### src/rtl/pll_lock_supervisor_pkg.sv
// Shared definitions for PLL lock supervision: state encoding and default timing
// derived from the reference clock frequency.
`default_nettype none

package pll_lock_supervisor_pkg;

  localparam int REF_CLK_HZ         = 16_000_000;
  localparam int PLL_RST_CYCLES_DEF = 16;
  localparam int LOCK_TIMEOUT_DEF   = REF_CLK_HZ / 1_000;   // 1 ms
  localparam int STABLE_CYCLES_DEF  = REF_CLK_HZ / 10_000;  // 100 us
  localparam int MAX_RETRIES_DEF    = 3;
  localparam int CNT_W_DEF          = 8;

  typedef enum logic [2:0] {
    PLL_RST   = 3'd0,
    WAIT_LOCK = 3'd1,
    STABLE    = 3'd2,
    RUN       = 3'd3,
    FAULT     = 3'd4
  } sup_state_e;

  function automatic int max_int(input int a, input int b);
    return (a > b) ? a : b;
  endfunction

endpackage

`default_nettype wire

### src/rtl/sync_2ff.sv
// Generic two-flop synchronizer for asynchronous level inputs; both stages reset to 0.
`default_nettype none

module sync_2ff #(
  parameter int WIDTH = 1
) (
  input  logic             clock,
  input  logic             reset,
  input  logic [WIDTH-1:0] d_i,
  output logic [WIDTH-1:0] q_o
);

  logic [WIDTH-1:0] meta_q;
  logic [WIDTH-1:0] sync_q;

  always_ff @(posedge clock) begin
    if (reset) begin
      meta_q <= '0;
      sync_q <= '0;
    end else begin
      meta_q <= d_i;
      sync_q <= meta_q;
    end
  end

  assign q_o = sync_q;

endmodule

`default_nettype wire

### src/rtl/pll_lock_supervisor.sv
// Drives PLL RESETB, debounces the asynchronous LOCK, gates the core reset on a
// proven-stable lock, retries on timeout and counts lock losses while running.
`default_nettype none

module pll_lock_supervisor
  import pll_lock_supervisor_pkg::*;
#(
  parameter int PLL_RST_CYCLES = PLL_RST_CYCLES_DEF,
  parameter int LOCK_TIMEOUT   = LOCK_TIMEOUT_DEF,
  parameter int STABLE_CYCLES  = STABLE_CYCLES_DEF,
  parameter int MAX_RETRIES    = MAX_RETRIES_DEF,
  parameter int CNT_W          = CNT_W_DEF
) (
  input  logic             clock,
  input  logic             reset,
  input  logic             locked,
  output logic             pll_resetb,
  output logic             sys_reset,
  output logic             ready,
  output logic             fault,
  output logic [CNT_W-1:0] loss_count,
  output logic [1:0]       retry_count
);

  localparam int TMR_MAX = max_int(max_int(LOCK_TIMEOUT, STABLE_CYCLES), PLL_RST_CYCLES);
  localparam int TMR_W   = $clog2(TMR_MAX + 1);

  localparam logic [TMR_W-1:0] RST_LAST = TMR_W'(PLL_RST_CYCLES - 1);
  localparam logic [TMR_W-1:0] TMO_LAST = TMR_W'(LOCK_TIMEOUT - 1);
  localparam logic [TMR_W-1:0] STB_LAST = TMR_W'(STABLE_CYCLES - 1);

  logic lock_s;

  sup_state_e       state_q, state_d;
  logic [TMR_W-1:0] timer_q, timer_d;
  logic [1:0]       retry_q, retry_d, retry_inc;
  logic [CNT_W-1:0] loss_q, loss_d;
  logic             pll_resetb_q, pll_resetb_d;
  logic             sys_reset_q, sys_reset_d;
  logic             ready_q, ready_d;
  logic             fault_q, fault_d;

  sync_2ff #(.WIDTH(1)) u_lock_sync (
    .clock (clock),
    .reset (reset),
    .d_i   (locked),
    .q_o   (lock_s)
  );

  assign retry_inc = (retry_q == 2'd3) ? 2'd3 : retry_q + 2'd1;

  always_comb begin
    state_d = state_q;
    timer_d = timer_q + TMR_W'(1);
    retry_d = retry_q;
    loss_d  = loss_q;

    case (state_q)
      PLL_RST: begin
        if (timer_q == RST_LAST) state_d = WAIT_LOCK;
      end
      WAIT_LOCK: begin
        // A lock arriving on the timeout cycle wins: no retry is charged.
        if (lock_s) begin
          state_d = STABLE;
        end else if (timer_q == TMO_LAST) begin
          retry_d = retry_inc;
          state_d = (int'(retry_inc) >= MAX_RETRIES) ? FAULT : PLL_RST;
        end
      end
      STABLE: begin
        if (!lock_s) begin
          state_d = WAIT_LOCK;
        end else if (timer_q == STB_LAST) begin
          state_d = RUN;
          retry_d = '0;
        end
      end
      RUN: begin
        timer_d = '0;
        if (!lock_s) begin
          state_d = PLL_RST;
          if (loss_q != '1) loss_d = loss_q + CNT_W'(1);
        end
      end
      FAULT: begin
        timer_d = '0;
      end
      default: begin
        state_d = PLL_RST;
      end
    endcase

    if (state_d != state_q) timer_d = '0;

    // Outputs follow the next state so they change on the transition edge itself.
    pll_resetb_d = (state_d != PLL_RST) && (state_d != FAULT);
    sys_reset_d  = (state_d != RUN);
    ready_d      = (state_d == RUN);
    fault_d      = (state_d == FAULT);
  end

  always_ff @(posedge clock) begin
    if (reset) begin
      state_q      <= PLL_RST;
      timer_q      <= '0;
      retry_q      <= '0;
      loss_q       <= '0;
      pll_resetb_q <= 1'b0;
      sys_reset_q  <= 1'b1;
      ready_q      <= 1'b0;
      fault_q      <= 1'b0;
    end else begin
      state_q      <= state_d;
      timer_q      <= timer_d;
      retry_q      <= retry_d;
      loss_q       <= loss_d;
      pll_resetb_q <= pll_resetb_d;
      sys_reset_q  <= sys_reset_d;
      ready_q      <= ready_d;
      fault_q      <= fault_d;
    end
  end

  assign pll_resetb  = pll_resetb_q;
  assign sys_reset   = sys_reset_q;
  assign ready       = ready_q;
  assign fault       = fault_q;
  assign loss_count  = loss_q;
  assign retry_count = retry_q;

endmodule

`default_nettype wire

### config.mk
export PLATFORM = sky130hd
export DESIGN_NAME = pll_lock_supervisor
export DESIGN_NICKNAME = d
export VERILOG_FILES = /design/src/rtl/pll_lock_supervisor_pkg.sv /design/src/rtl/sync_2ff.sv /design/src/rtl/pll_lock_supervisor.sv
export SDC_FILE = /design/constraint.sdc
export NUM_CORES = 1
export LEC_CHECK = 0
export BUFFER_PORTS_ARGS = -buffer_cell sky130_fd_sc_hd__buf_2
export CAP_MARGIN = 5
export CORE_ASPECT_RATIO = 1.1
export CORE_MARGIN = 8
export CORE_UTILIZATION = 59
export CTS_BUF_LIST = sky130_fd_sc_hd__clkbuf_2
export CTS_CLUSTER_DIAMETER = 50
export CTS_CLUSTER_SIZE = 25
export DETAILED_ROUTE_END_ITERATION = 7
export GPL_ROUTABILITY_DRIVEN = 0
export HOLD_SLACK_MARGIN = 0.05
export PLACE_DENSITY_LB_ADDON = 0.2
export SETUP_SLACK_MARGIN = 0.4
export SLEW_MARGIN = 30
export SYNTH_ARGS = -nofsm -noshare
export SYNTH_HDL_FRONTEND = slang
export SYNTH_HIERARCHICAL = 1
export SYNTH_SLANG_ARGS = --single-unit
### constraint.sdc
create_clock -name clock -period 2.6 [get_ports clock]
set_input_delay 0.26 -clock clock [delete_from_list [all_inputs] [get_ports clock]]
set_output_delay 0.26 -clock clock [all_outputs]
set_load 0.01 [all_outputs]
Word-level counts from Yosys, hierarchy flattened --
Index checks and enable logic that the tools add are counted.
Word-level totals: flip-flop bits (word level) 33, bits in latches 0, bits in writable memories 0, memory bits (read-only) 0, input bits 3, output and inout port bits 14, word-level logic and storage cells 54, memories 0
Cells by class: add/subtract/negate cells 3, $mul 0, div/mod/pow operators 0, $lt $le $gt $ge 1, eq/ne operators 18, shift operators 0, mux-type cells 14, bitwise gates (word level) 1, reduce and logical (&&, ||, !) cells 7
Operator list (count):
- $mux 3 | 7
- $pmux 3 s5 | 1
- $add 14x1->14 const B | 1
- $eq 14x11->1 const B | 1
- $eq 14x14->1 const B | 1
- $eq 14x4->1 const B | 1
- $mux 2 | 5
- $eq 3x2->1 const B | 3
- $add 8x1->8 const B | 1
- $ne 8x8->1 const B | 1
- $eq 3x3->1 const B | 2
- $ne 2x2->1 const B | 3
- $reduce_and 5->1 | 1
- $pmux 2 s2 | 1
- $reduce_or 4->1 | 1
- $eq 3x1->1 const B | 1
- $logic_not 3->1 | 1
- $ne 3x2->1 const B | 1
- $ne 3x3->1 | 1
- $ne 3x3->1 const B | 1
- $reduce_and 3->1 | 1
- $reduce_bool 3->1 | 1
- $add 2x1->2 const B | 1
- $eq 2x2->1 const B | 1
- 5 further kinds | 5

Logic depth before layout (Yosys ltp) --
Gate-level depths: netlist of run 1.
word-level depth 9, depth in mapped cells 7, depth with buffers taken out 6

By module --
Netlist of run 1, hierarchy kept.
Modules (own cells, without submodules):
- pll_lock_supervisor | instances 1, cells each 163, area each 1412.6 sq um, seq. area each 620.6 sq um
- sync_2ff | instances 1, cells each 4, area each 52.6 sq um, seq. area each 40.0 sq um

Worst setup path after synthesis of run 1 --
Ideal clock, no wire load.
path kind reg-to-reg, start register timer_q[0], end register timer_q[4], library setup time 0.115 ns, arrival time 1.691 ns, required time 2.485 ns, setup slack 0.794 ns, cell stages (with the launch flop) 8, buffers on the path 1, period minus slack after synthesis 1.806 ns, cell sequence dfxtp_1 > ha_1 > nand3_1 > nor4_2 > a32oi_1 > nand4b_2 > buf_6 > nor2_1
Between the ends: longest elaborated chain between the ends 6, elaborated cells between the ends (all ways) 12, classes of those cells add/sub: 1; eq/ne: 4; mux: 6; reduce/logical: 1
Ends and longest elaborated chain:
- start: declaration | line pll_lock_supervisor.sv:35 | logic [TMR_W-1:0] timer_q, timer_d;
- start signal: assignment | line pll_lock_supervisor.sv:115 | timer_q <= timer_d;
- $eq 14x11->1 / $eq 14x14->1 (equally long branches) | line pll_lock_supervisor.sv:74, pll_lock_supervisor.sv:66
- $mux 3 (on tied branches) | line pll_lock_supervisor.sv:74, pll_lock_supervisor.sv:66
- $mux 3 (on tied branches) | line pll_lock_supervisor.sv:72, pll_lock_supervisor.sv:64
- $pmux 3 s5 | line pll_lock_supervisor.sv:58 | case (state_q)
- $ne 3x3->1 | line pll_lock_supervisor.sv:94 | if (state_d != state_q) timer_d = '0;
- $reduce_or 4->1 (no source line)
Parallel ways exist; a longest one is shown, timed or not. A chain may end at the register's enable or synchronous reset.

Worst setup path in the final report of run 1 --
Ends and elaborated chain as after synthesis.

==> metrics.txt, run 1 <==
initial antenna violation count=0; Row Count=19; first-pass GRT wire length=around 5 mm; CTS Buf Count=5; RSZ-0062 raised after global routing=no; Root Buffer=clkbuf_2; Slew Limit Fails=0; # hold bufs at CTS=0; largest net degree at the start of global routing=19; crit-path leading delay family=simple AND/OR/NAND/NOR gates; Hold Violations, Final=0; final instance area=between 0.0015 and 0.002 mm2; Die Y=between 60 and 70 um; # clock sinks=33; nets=190; Tmin final=between 2 and 2.5 ns; # IOs=17; CP max FO=12; worst hold path type=input pin to register; CP peak stage delay=between 0.4 and 0.5 ns; Commonest cells post-synth=dfxtp_1 (33), nor2_1 (31), xnor2_1 (13); Die Footprint=0.00434 mm2; WHS=about 0.075 ns; via count=roughly 1200; CP endpoint kind=register; H-Tree Depth=2; critical path cell sequence=ha_1 -> nand3_1 -> nor4_4 -> a32oi_1 -> nand4b_2 -> nor2_1; CP bufs+invs=0; All-Layer GR Usage=between 10% and 20%; placed cell areas=roughly 0.0016 mm2; status=completed; share of cells above drive strength 1=between 10% and 20%; DRC viols=0; DRT iter0 DRCs=35; IO Port Bufs=16; Slowest cell on crit path=nor4_4; Longest Clk Path Bufs=2; Max VDD drop=between 0.3 and 0.4 mV; cell area after synthesis=about 0.0015 mm2; fmax=between 400 and 500 MHz; Area Overhead vs Synth=9.39%; Post-synth EDFFs=0; Final Cycle Share=77.5%; Synth top area share=45.1%; Initial Utilization=between 60% and 70%; CTS clk-pin slew, worst paths=0.16 ns; cell count after synthesis=approximately 170; Pre-antenna DRT Iters=4; antenna viol nets, final=0; ys async rst share=0%; worst path required time=2.88 ns; Total Wirelength=approximately 3.0 mm; Via density=between 5 and 6; top-count cell post-synth=dfxtp_1; PwrDens=479 mW/mm2; worst skew pair latency=just under 0.4 ns; Mapped Nets=172; fillers=between 200 and 250; max-cap viol count=0; final setup fails=0; relative slew slack=54.4%; Worst Max-Slew Pin Slew=about 0.7 ns; crit start category=register; Congestion Overflow GR=0; Die Wd=between 60 and 70 um; syn_area_per_cell=roughly 8.8 um2; post-synthesis register bit count=33; cell taking the most area after synthesis=dfxtp_1; utilization after layout=66.1%; leakage power=approximately 0.63 nW; TritonCTS clock tree=done; predominant post-synthesis flop cell=dfxtp_1; critical path class=register to register; Yosys warning total=6; Clock Skew=between 0.015 and 0.02 ns; WP data arrival=2.29 ns; n_diodes=0; Wirelength per Cell=roughly 14 um; core area=roughly 0.0024 mm2; top post-synthesis cells by area=dfxtp_1 (45%), nor2_1 (7.9%), xnor2_1 (7.8%); vias in the first global route=1116; Final TNS setup=0 ns; post-DP HPWL=between 2 and 2.5 mm; register area share after synthesis=a little under half; postcts setup bufs=0; Unique masters post-synth=40
placed cells by master, fill, tap and decap left out, types with 2 or more instances in the layout:
| master | synthesis | layout |
|---|---|---|
| dfxtp_1 | 33 | 33 |
| nor2_1 | 31 | 31 |
| buf_2 | 1 | 16 |
| xnor2_1 | 13 | 13 |
| nor3_1 | 8 | 8 |
| nand2_1 | 8 | 8 |
| nand3_1 | 7 | 7 |
| nand4_1 | 6 | 6 |
| nor2b_1 | 6 | 6 |
| inv_1 | 6 | 6 |
| xor2_1 | 5 | 5 |
| clkbuf_2 | 0 | 5 |
| nand2b_1 | 3 | 3 |
| a211oi_1 | 3 | 3 |
| or3_1 | 3 | 3 |
| a21oi_1 | 3 | 3 |
| and3_1 | 3 | 3 |
| or2_2 | 2 | 2 |
| o21ai_0 | 2 | 2 |
| ha_1 | 2 | 2 |
| clkinv_1 | 0 | 2 |
worst register-to-register path, cell delays in order (launching register included):
cell and delay (ns):
dfxtp_1 0.40, ha_1 0.20, nand3_1 0.25, nor4_4 0.45, a32oi_1 0.24, nand4b_2 0.29, nor2_1 0.09
timing repair:
action                                  4_1_cts  5_1_grt
endpoints found under the hold margin         0        0
resized for setup                             0        1
endpoints found under the setup margin        0       15
path summary, 6_finish.rpt:
kind                      startpoint                  to  slack (ns)  cells after the start
hold reg to reg   u_lock_sync/meta_q     u_lock_sync/q_o        0.46                      1
setup reg to reg          timer_q[0]          timer_q[4]        0.58                      6
setup / recovery          timer_q[0]          timer_q[4]        0.58                      6
hold / removal                locked  u_lock_sync/meta_q        0.07                      2
where the power goes:
part	internal, mW	switching (mW)	leakage (nW)
sequential	0.512	0.00508	0.267
combinational	0.00816	0.0128	0.332
clock	0.0586	0.172	0.0278
cell families after synthesis:
| family | after synthesis | share of synthesized area [%] |
|---|---|---|
| simple gates | 86 | 30.5 |
| flops | 33 | 45.1 |
| mux | 1 | 0.683 |
| xor+xnor | 18 | 10.8 |
| buf+inv | 11 | 3.42 |
| compound gates | 16 | 7.86 |
| fa+ha+maj | 2 | 1.71 |
registers in the layout, indices dropped and copies added, names as in the netlist:
name / flops
ready: 1
sys_reset: 1
retry_count: 2
pll_resetb: 1
loss_count: 8
state_q: 3
u_lock_sync/q_o: 1
fault: 1
u_lock_sync/meta_q: 1
timer_q: 14
routing by layer:
layer | track usage [%] | vias up | share of wire, %
met5 | 0 | - | 0
met4 | 11.7 | 0 | 2.7
met3 | 5.24 | 8 | 4.9
met2 | 25.3 | 21 | 50
met1 | 14.4 | 572 | 42
li1 | - | 614 | -
stage by stage:
step                power [mW]  worst slack, ns  instances
global placement         0.547            0.615        209
floorplan                0.544            0.794        167
CTS                      0.773            0.459        217
detailed placement       0.549            0.466        209
finish                   0.768            0.584        217
global route             0.793            0.402        217
final cells by class:
class	count	area, um2	share of cell area, %
multi-input combinational	123	763	47.6
sequential	33	661	41.2
timing repair buffer	16	80.1	5.00
tap	31	38.8	2.42
clock buffer	5	25.0	1.56
inverter	6	22.5	1.41
clock inverter	3	12.5	0.781
No activity file was read; power rests on OpenSTA's default activity.
==> run 2: changes to the inputs <==
ABC_AREA = 1   (was default)
CORE_UTILIZATION = 60   (was 59)
clock period = 2.1 ns   (was 2.6 ns; I/O delays follow)
==> metrics.txt, run 2 <==
register area share after synthesis=38.3% (-6.8 points); PwrDens=494 mW/mm2 (+2.9%); Wirelength per Cell=11.6 um (-15%); post-synthesis register bit count=33 (unchanged); Yosys warning total=6 (unchanged); Final TNS setup=0 ns (unchanged); max-cap viol count=0 (unchanged); total power=0.986 mW (+28%); Die Y=72.2 um (+5.8%); P_int=0.734 mW (+27%); final setup fails=0 (unchanged); cell area after synthesis=0.00172 mm2 (+18%); Final Cycle Share=77.2% (-0.37 points); first-pass GRT wire length=5.32 mm (+8.1%); core area=0.00275 mm2 (+14%); Pre-antenna DRT Iters=4 (unchanged); share of cells above drive strength 1=31.0% (+16 points); Mapped Nets=223 (+30%); largest net degree at the start of global routing=13 (-6); Slew Limit Fails=0 (unchanged); relative slew slack=82.2% (+28 points); Biggest register=timer_q; DRC viols=0 (unchanged); crit start category=register; antenna viol nets, final=0 (unchanged); worst hold path type=input pin to register; vias in the first global route=1296 (+16%); Unique masters post-synth=27 (-33%); # IOs=17 (unchanged); ys async rst share=0% (unchanged); leakage power=0.814 nW (+30%); Row Count=20 (+1); fmax=617 MHz (+24%); routed length on met3=200 um (+37%); Hold Violations, Final=0 (unchanged); Die Wd=67.1 um (+5.7%); sw frac=25.5% (+0.80 points); NetSw=0.252 mW (+32%); commonest non-fill, non-tap cells in the layout=nand2_1 (30), nor2_1 (28), inv_1 (27); Via density=5.03 (-10%); Post-synth EDFFs=0 (unchanged); Logic pwr share=6.0% (+3.3 points); Congestion Overflow GR=0 (unchanged); n_diodes=0 (unchanged); CTS Buf Count=5 (unchanged); top routing layer used=met4; placed cell count=265 (+27%); H-Tree Depth=2 (unchanged); Die Footprint=0.00485 mm2 (+12%); Area Overhead vs Synth=15.8%; Longest Clk Path Bufs=2 (unchanged); via count=1413 (+16%); status=completed; top post-synthesis cells by area=dfxtp_1 (38%), nor2_4 (8.5%), nand2_1 (7.0%); M1 WL=1.45 mm (+17%); max FFs per register=14 (unchanged); RSZ-0062 raised after global routing=no; worst skew pair latency=0.38 ns (about the same); CTS clk-pin slew, worst paths=0.18 ns (+0.02 ns); TritonCTS clock tree=done; # clock sinks=33 (unchanged); DRT iter0 DRCs=104 (+200%); sequential share of power=65.1% (-2.2 points); predominant post-synthesis flop cell=dfxtp_1; CP max FO=7 (-5); CP endpoint kind=register; Commonest cells post-synth=dfxtp_1 (33), nand2_1 (32), nor2_1 (30); worst path required time=2.37 ns (-0.51 ns); nets=252 (+33%); met2 WL=1.56 mm (+5.4%); IO Port Bufs=16 (unchanged); cell taking the most area after synthesis=dfxtp_1; Clock Skew=0.0327 ns (+0.0151 ns); syn_area_per_cell=7.91 um2 (-9.9%); Finished Layout Cells=281 (+29%); initial antenna violation count=0 (unchanged); Worst Max-Slew Pin Slew=0.267 ns (-0.414 ns); post-DP HPWL=2.27 mm (+5.2%); clock share of power=28.9% (-1.1 points); Total Wirelength=3.25 mm (+10%); WP data arrival=1.89 ns (-0.40 ns); Max VDD drop=0.433 mV (+22%); critical path class=register to register; All-Layer GR Usage=14.2% (-0.53 points); Synth top area share=38.3% (-6.8 points); Tmin final=1.62 ns (-0.395 ns); top-count cell post-synth=dfxtp_1; Initial Utilization=62.6% (+2.2 points); Root Buffer=clkbuf_2; cell count after synthesis=218 (+31%); leading cell type in the layout, fill and taps excluded=nand2_1
## run 2: kinds of logic (layout without fill, tap and decap cells)
group                      after synthesis  count (layout)  share of synthesized area, %
and+or+nand+nor                        114             114                          38.4
DFF                                     33              33                          38.3
buffers and inverters                   33              63                          8.13
AOI/OAI and AO/OA                       22              22                          6.60
xor gates and xnor gates                14              14                          7.11
adders and majority gates                2               2                          1.45
## run 2: layout make-up
cell class,count,area (um2)
multi-input cells,152,955
fillers,228,756
flip-flops and latches,33,672
repair buffers,24,175
inverters,31,116
well taps,33,41.3
clock buffers,5,25.0
clock inverters,3,12.5
## run 2: final timing paths
kind | slack (ns) | start | cells after the start | end
setup reg to reg | 0.48 | timer_q[0] | 11 | timer_q[10]
hold / removal | 0.12 | reset | 2 | loss_count[4]
hold reg to reg | 0.43 | u_lock_sync/meta_q | 2 | u_lock_sync/q_o
setup / recovery | 0.48 | timer_q[0] | 11 | timer_q[10]
## run 2: worst max-delay path: stages, from the launching register on
cell and delay, ns:
dfxtp_4 0.39, ha_4 0.15, nand3_4 0.12, nor2_4 0.13, nand3_2 0.09, nand2_1 0.08, nand2_2 0.06, nor2_4 0.11
nand2_2 0.07, nand3_4 0.13, buf_16 0.16, nor2_4 0.03
## run 2: metal layers
metal  global-route usage, %  up-vias
li1                        -      739
met1                    15.2      642
met2                    24.1       27
met3                    5.70        5
met4                    5.12        0
met5                       0        -
## run 2: timing repair
action                                  CTS  global route
hold buffers                              1             0
setup buffers                             2             4
endpoints found under the setup margin   15            15
gates resized for setup                   6            11
pin swaps                                 0             4
hold endpoints to repair                  1             0
cloned                                    1             0
## run 2: per-stage QoR
| stage | hold slack (ns) | setup WS [ns] | utilization [%] | instance area, um2 |
|---|---|---|---|---|
| after global placement | 0.398 | 0.306 | 66.2 | 1820 |
| final | 0.121 | 0.479 | 72.5 | 2000 |
| after detailed placement | 0.405 | 0.239 | 66.2 | 1820 |
| after floorplan | 0.281 | 0.441 | - | 1720 |
| after CTS | 0.123 | 0.407 | 70.3 | 1930 |
| after global routing | 0.118 | 0.404 | 72.5 | 2000 |
## run 2: power by group through the flow
stage	Sequential (mW)	Clock (mW)	Combinational (mW)
floorplan	0.653	0	0.0372
global placement	0.654	0	0.0404
detailed placement	0.654	0	0.0400
CTS	0.640	0.291	0.0583
global route	0.642	0.321	0.0644
finish	0.641	0.285	0.0592
==> run 3: changes to the inputs <==
ABC_AREA = 0   (was 1)
CORE_UTILIZATION = 53   (was 60)
clock period = 1.31 ns   (was 2.1 ns; I/O delays follow)
==> metrics.txt, run 3 <==
Die Wd=66.1 um (-1.5%); placed cell areas=0.00196 mm2 (+7.8%); post-GRT worst EP=timer_q[11]$_SDFF_PP0_/D; Row Count=20 (unchanged); Commonest cells post-synth=dfxtp_1 (33), nor2_1 (31), xnor2_1 (13); top post-synthesis cells by area=dfxtp_1 (45%), nor2_1 (7.9%), xnor2_1 (7.8%); Post-synth EDFFs=0 (unchanged); ys async rst share=0% (unchanged); # IOs=17 (unchanged); Initial Utilization=54.2% (-8.4 points); initial antenna violation count=0; worst endpoint pin kind=sequential cell input; top-count cell post-synth=dfxtp_1; IO Port Bufs=16 (unchanged); Die Y=71.1 um (-1.5%); Root Buffer=clkbuf_2; Unique masters post-synth=40 (+48%); cell area after synthesis=0.00147 mm2 (-15%); Synth top area share=45.1% (+6.8 points); post-synthesis register bit count=33 (unchanged); status=aborted with a tool error; stop err=[ERROR DPL-0033] detailed placement checks failed during check placement.; CTS Buf Count=5 (unchanged); cell taking the most area after synthesis=dfxtp_1; Longest Clk Path Bufs=2 (unchanged); H-Tree Depth=2 (unchanged); Yosys warning total=6 (unchanged); post-DP HPWL=2.70 mm (+19%); predominant post-synthesis flop cell=dfxtp_1; last step reached=5_1_grt; cell count after synthesis=167 (-23%); syn_area_per_cell=8.77 um2 (+11%); Mapped Nets=172 (-23%); # clock sinks=33 (unchanged); largest net degree at the start of global routing=12; register area share after synthesis=45.1% (+6.8 points)
-- run 3: kinds of logic after synthesis --
group	after synthesis	share of synthesized area (%)
buf+inv	11	3.42
simple gates	86	30.5
xor+xnor	18	10.8
mux	1	0.683
compound gates	16	7.86
fa+ha+maj	2	1.71
flops	33	45.1
-- run 3: per-stage QoR --
stage	cells	worst slack, ns
CTS	278	-0.449
global placement	258	-0.447
floorplan	167	-0.437
detailed placement	258	-0.479
-- run 3: what timing repair did --
item                                   4_1_cts
hold buffers                                 2
setup buffers                                8
endpoints found under the hold margin        6
setup endpoints to repair                   45
gates resized for setup                     60
cloned                                       2
pin swaps                                   21
==> run 4: changes to the inputs <==
CORE_ASPECT_RATIO = default   (was 1.1)
CORE_UTILIZATION = 40   (was 53)
CTS_BUF_LIST = default   (was sky130_fd_sc_hd__clkbuf_2)
CTS_CLUSTER_DIAMETER = default   (was 50)
CTS_CLUSTER_SIZE = default   (was 25)
HOLD_SLACK_MARGIN = default   (was 0.05)
PLACE_DENSITY_LB_ADDON = 0.15   (was 0.2)
SETUP_SLACK_MARGIN = default   (was 0.4)
clock period = 1.7 ns   (was 1.31 ns; I/O delays follow)
==> metrics.txt, run 4 (same netlist as run 1, synthesis figures left out) <==
largest net degree at the start of global routing=19; Die Y=76.5 um (+7.6%); nets=between 200 and 250; Max VDD drop=slightly above 0.5 mV; H-Tree Depth=2 (unchanged); commonest non-fill, non-tap cells in the layout=nor2_1 (30), dfxtp_1 (30), buf_4 (28); IO Port Bufs=16 (unchanged); Finished Layout Cells=approximately 270; PwrDens=approximately 630 mW/mm2; Via density=roughly 5; n_diodes=0; Biggest register=timer_q; setup slack, reg-to-reg=-0.12 ns; worst setup margin=-0.121 ns; Root Buffer=clkbuf_4; Worst R2R Path Depth=6; total power=1.27 mW; DRT iter0 DRCs=approximately 140; Congestion Overflow GR=0; Hold EP=u_lock_sync/meta_q; reg2reg start=timer_q[12]; DRC viols=0; WHS=around 0.042 ns; r2r endpoint=retry_count[0]; placed cell areas=0.00180 mm2 (-8.5%); Worst Max-Slew Pin Slew=approximately 0.57 ns; CP peak stage delay=roughly 0.52 ns; WP data arrival=2.04 ns; fmax=roughly 550 MHz; RSZ-0062 raised after global routing=yes; Total Wirelength=~3.6 mm; # clock sinks=33 (unchanged); failing checks=negative setup slack; Wirelength per Cell=about 14 um; Area Overhead vs Synth=36.6%; TritonCTS clock tree=done; pre-CTS setup slack=-0.159 ns (+0.320 ns); share of cells above drive strength 1=about a third; min-delay src=locked; placed cell count=252 (-2.3%); CP bufs+invs=1; vias in the first global route=1360; hold-critical path depth=2; worst path required time=approximately 1.9 ns; initial antenna violation count=0; relative slew slack=a little over 60%; final instance area=0.00200 mm2; # IOs=17 (unchanged); antenna viol nets, final=0; Pre-antenna DRT Iters=4; worst hold path type=input pin to register; via count=1330; status=complete, but fails checks; Die Footprint=approximately 0.006 mm2; first-pass GRT wire length=between 6 and 7 mm; critical path cell sequence=or4_1 -> or3_4 -> buf_4 -> a2bb2oi_2 -> a21oi_2 -> a211oi_2; crit start category=register; worst skew pair latency=0.33 ns; final setup fails=16; CP endpoint kind=register; core area=between 0.003 and 0.004 mm2; Tmin final=between 1.5 and 2 ns; Row Count=22 (+10%); max-cap viol count=0; All-Layer GR Usage=between 10 and 15%; Die Wd=76.5 um (+16%); Slowest cell on crit path=or4_1; post-DP HPWL=2.42 mm (-10%); max FFs per register=14; Initial Utilization=40.9% (-13 points); CTS clk-pin slew, worst paths=approximately 0.11 ns; crit-path leading delay family=simple AND/OR/NAND/NOR gates; crit path launch=timer_q[12]; CP max FO=2; Hold Violations, Final=0; Final Cycle Share=107%; utilization after layout=a little under three fifths; critical path class=register to register; Clock Skew=approximately 0.013 ns; Final TNS setup=-1.21 ns; CTS Buf Count=5 (unchanged); Longest Clk Path Bufs=2 (unchanged); leakage power=between 0.8 and 0.9 nW; Slew Limit Fails=0
[run 4: timing repair]
item                       in CTS  in global routing
setup buffers                   4                  2
pin swaps                      17                  3
hold buffers                    0                  0
resized for setup              12                  7
cloned                          1                  0
setup endpoints to repair      22                 22
[run 4: routing by layer]
metal / up-vias / GRT usage (%) / part of all wire [%]
met1: 626 / 13.3 / 44
met5: - / 0 / 0
met3: 5 / 4.48 / 4.6
li1: 674 / - / -
met2: 25 / 22.5 / 51
met4: 0 / 4.81 / 0.93
[run 4: worst max-delay path by stage]
stage / endpoint / slack, ns / depth (start not counted)
2_1_floorplan: timer_q[6] / -0.05 / 6
3_3_place_gp: timer_q[13] / -0.13 / 6
3_5_place_dp: retry_count[0] / -0.16 / 5
4_1_cts: retry_count[0] / -0.12 / 6
5_1_grt: retry_count[0] / -0.17 / 6
6_report: retry_count[0] / -0.12 / 6
[run 4: power breakdown]
group	switching, mW	total (mW)	internal (mW)	leakage (nW)
sequential	0.00617	0.787	0.781	0.268
clock	0.276	0.432	0.156	0.0310
combinational	0.0268	0.0490	0.0222	0.508
[run 4: cell type report]
| cell class | instances | area, um2 |
|---|---|---|
| flip-flops and latches | 33 | 664 |
| clock inverters | 3 | 17.5 |
| fillers | 332 | 1580 |
| well taps | 48 | 60.1 |
| inverters | 6 | 22.5 |
| multi-input cells | 124 | 886 |
| repair buffers | 46 | 313 |
| clock buffers | 5 | 37.5 |
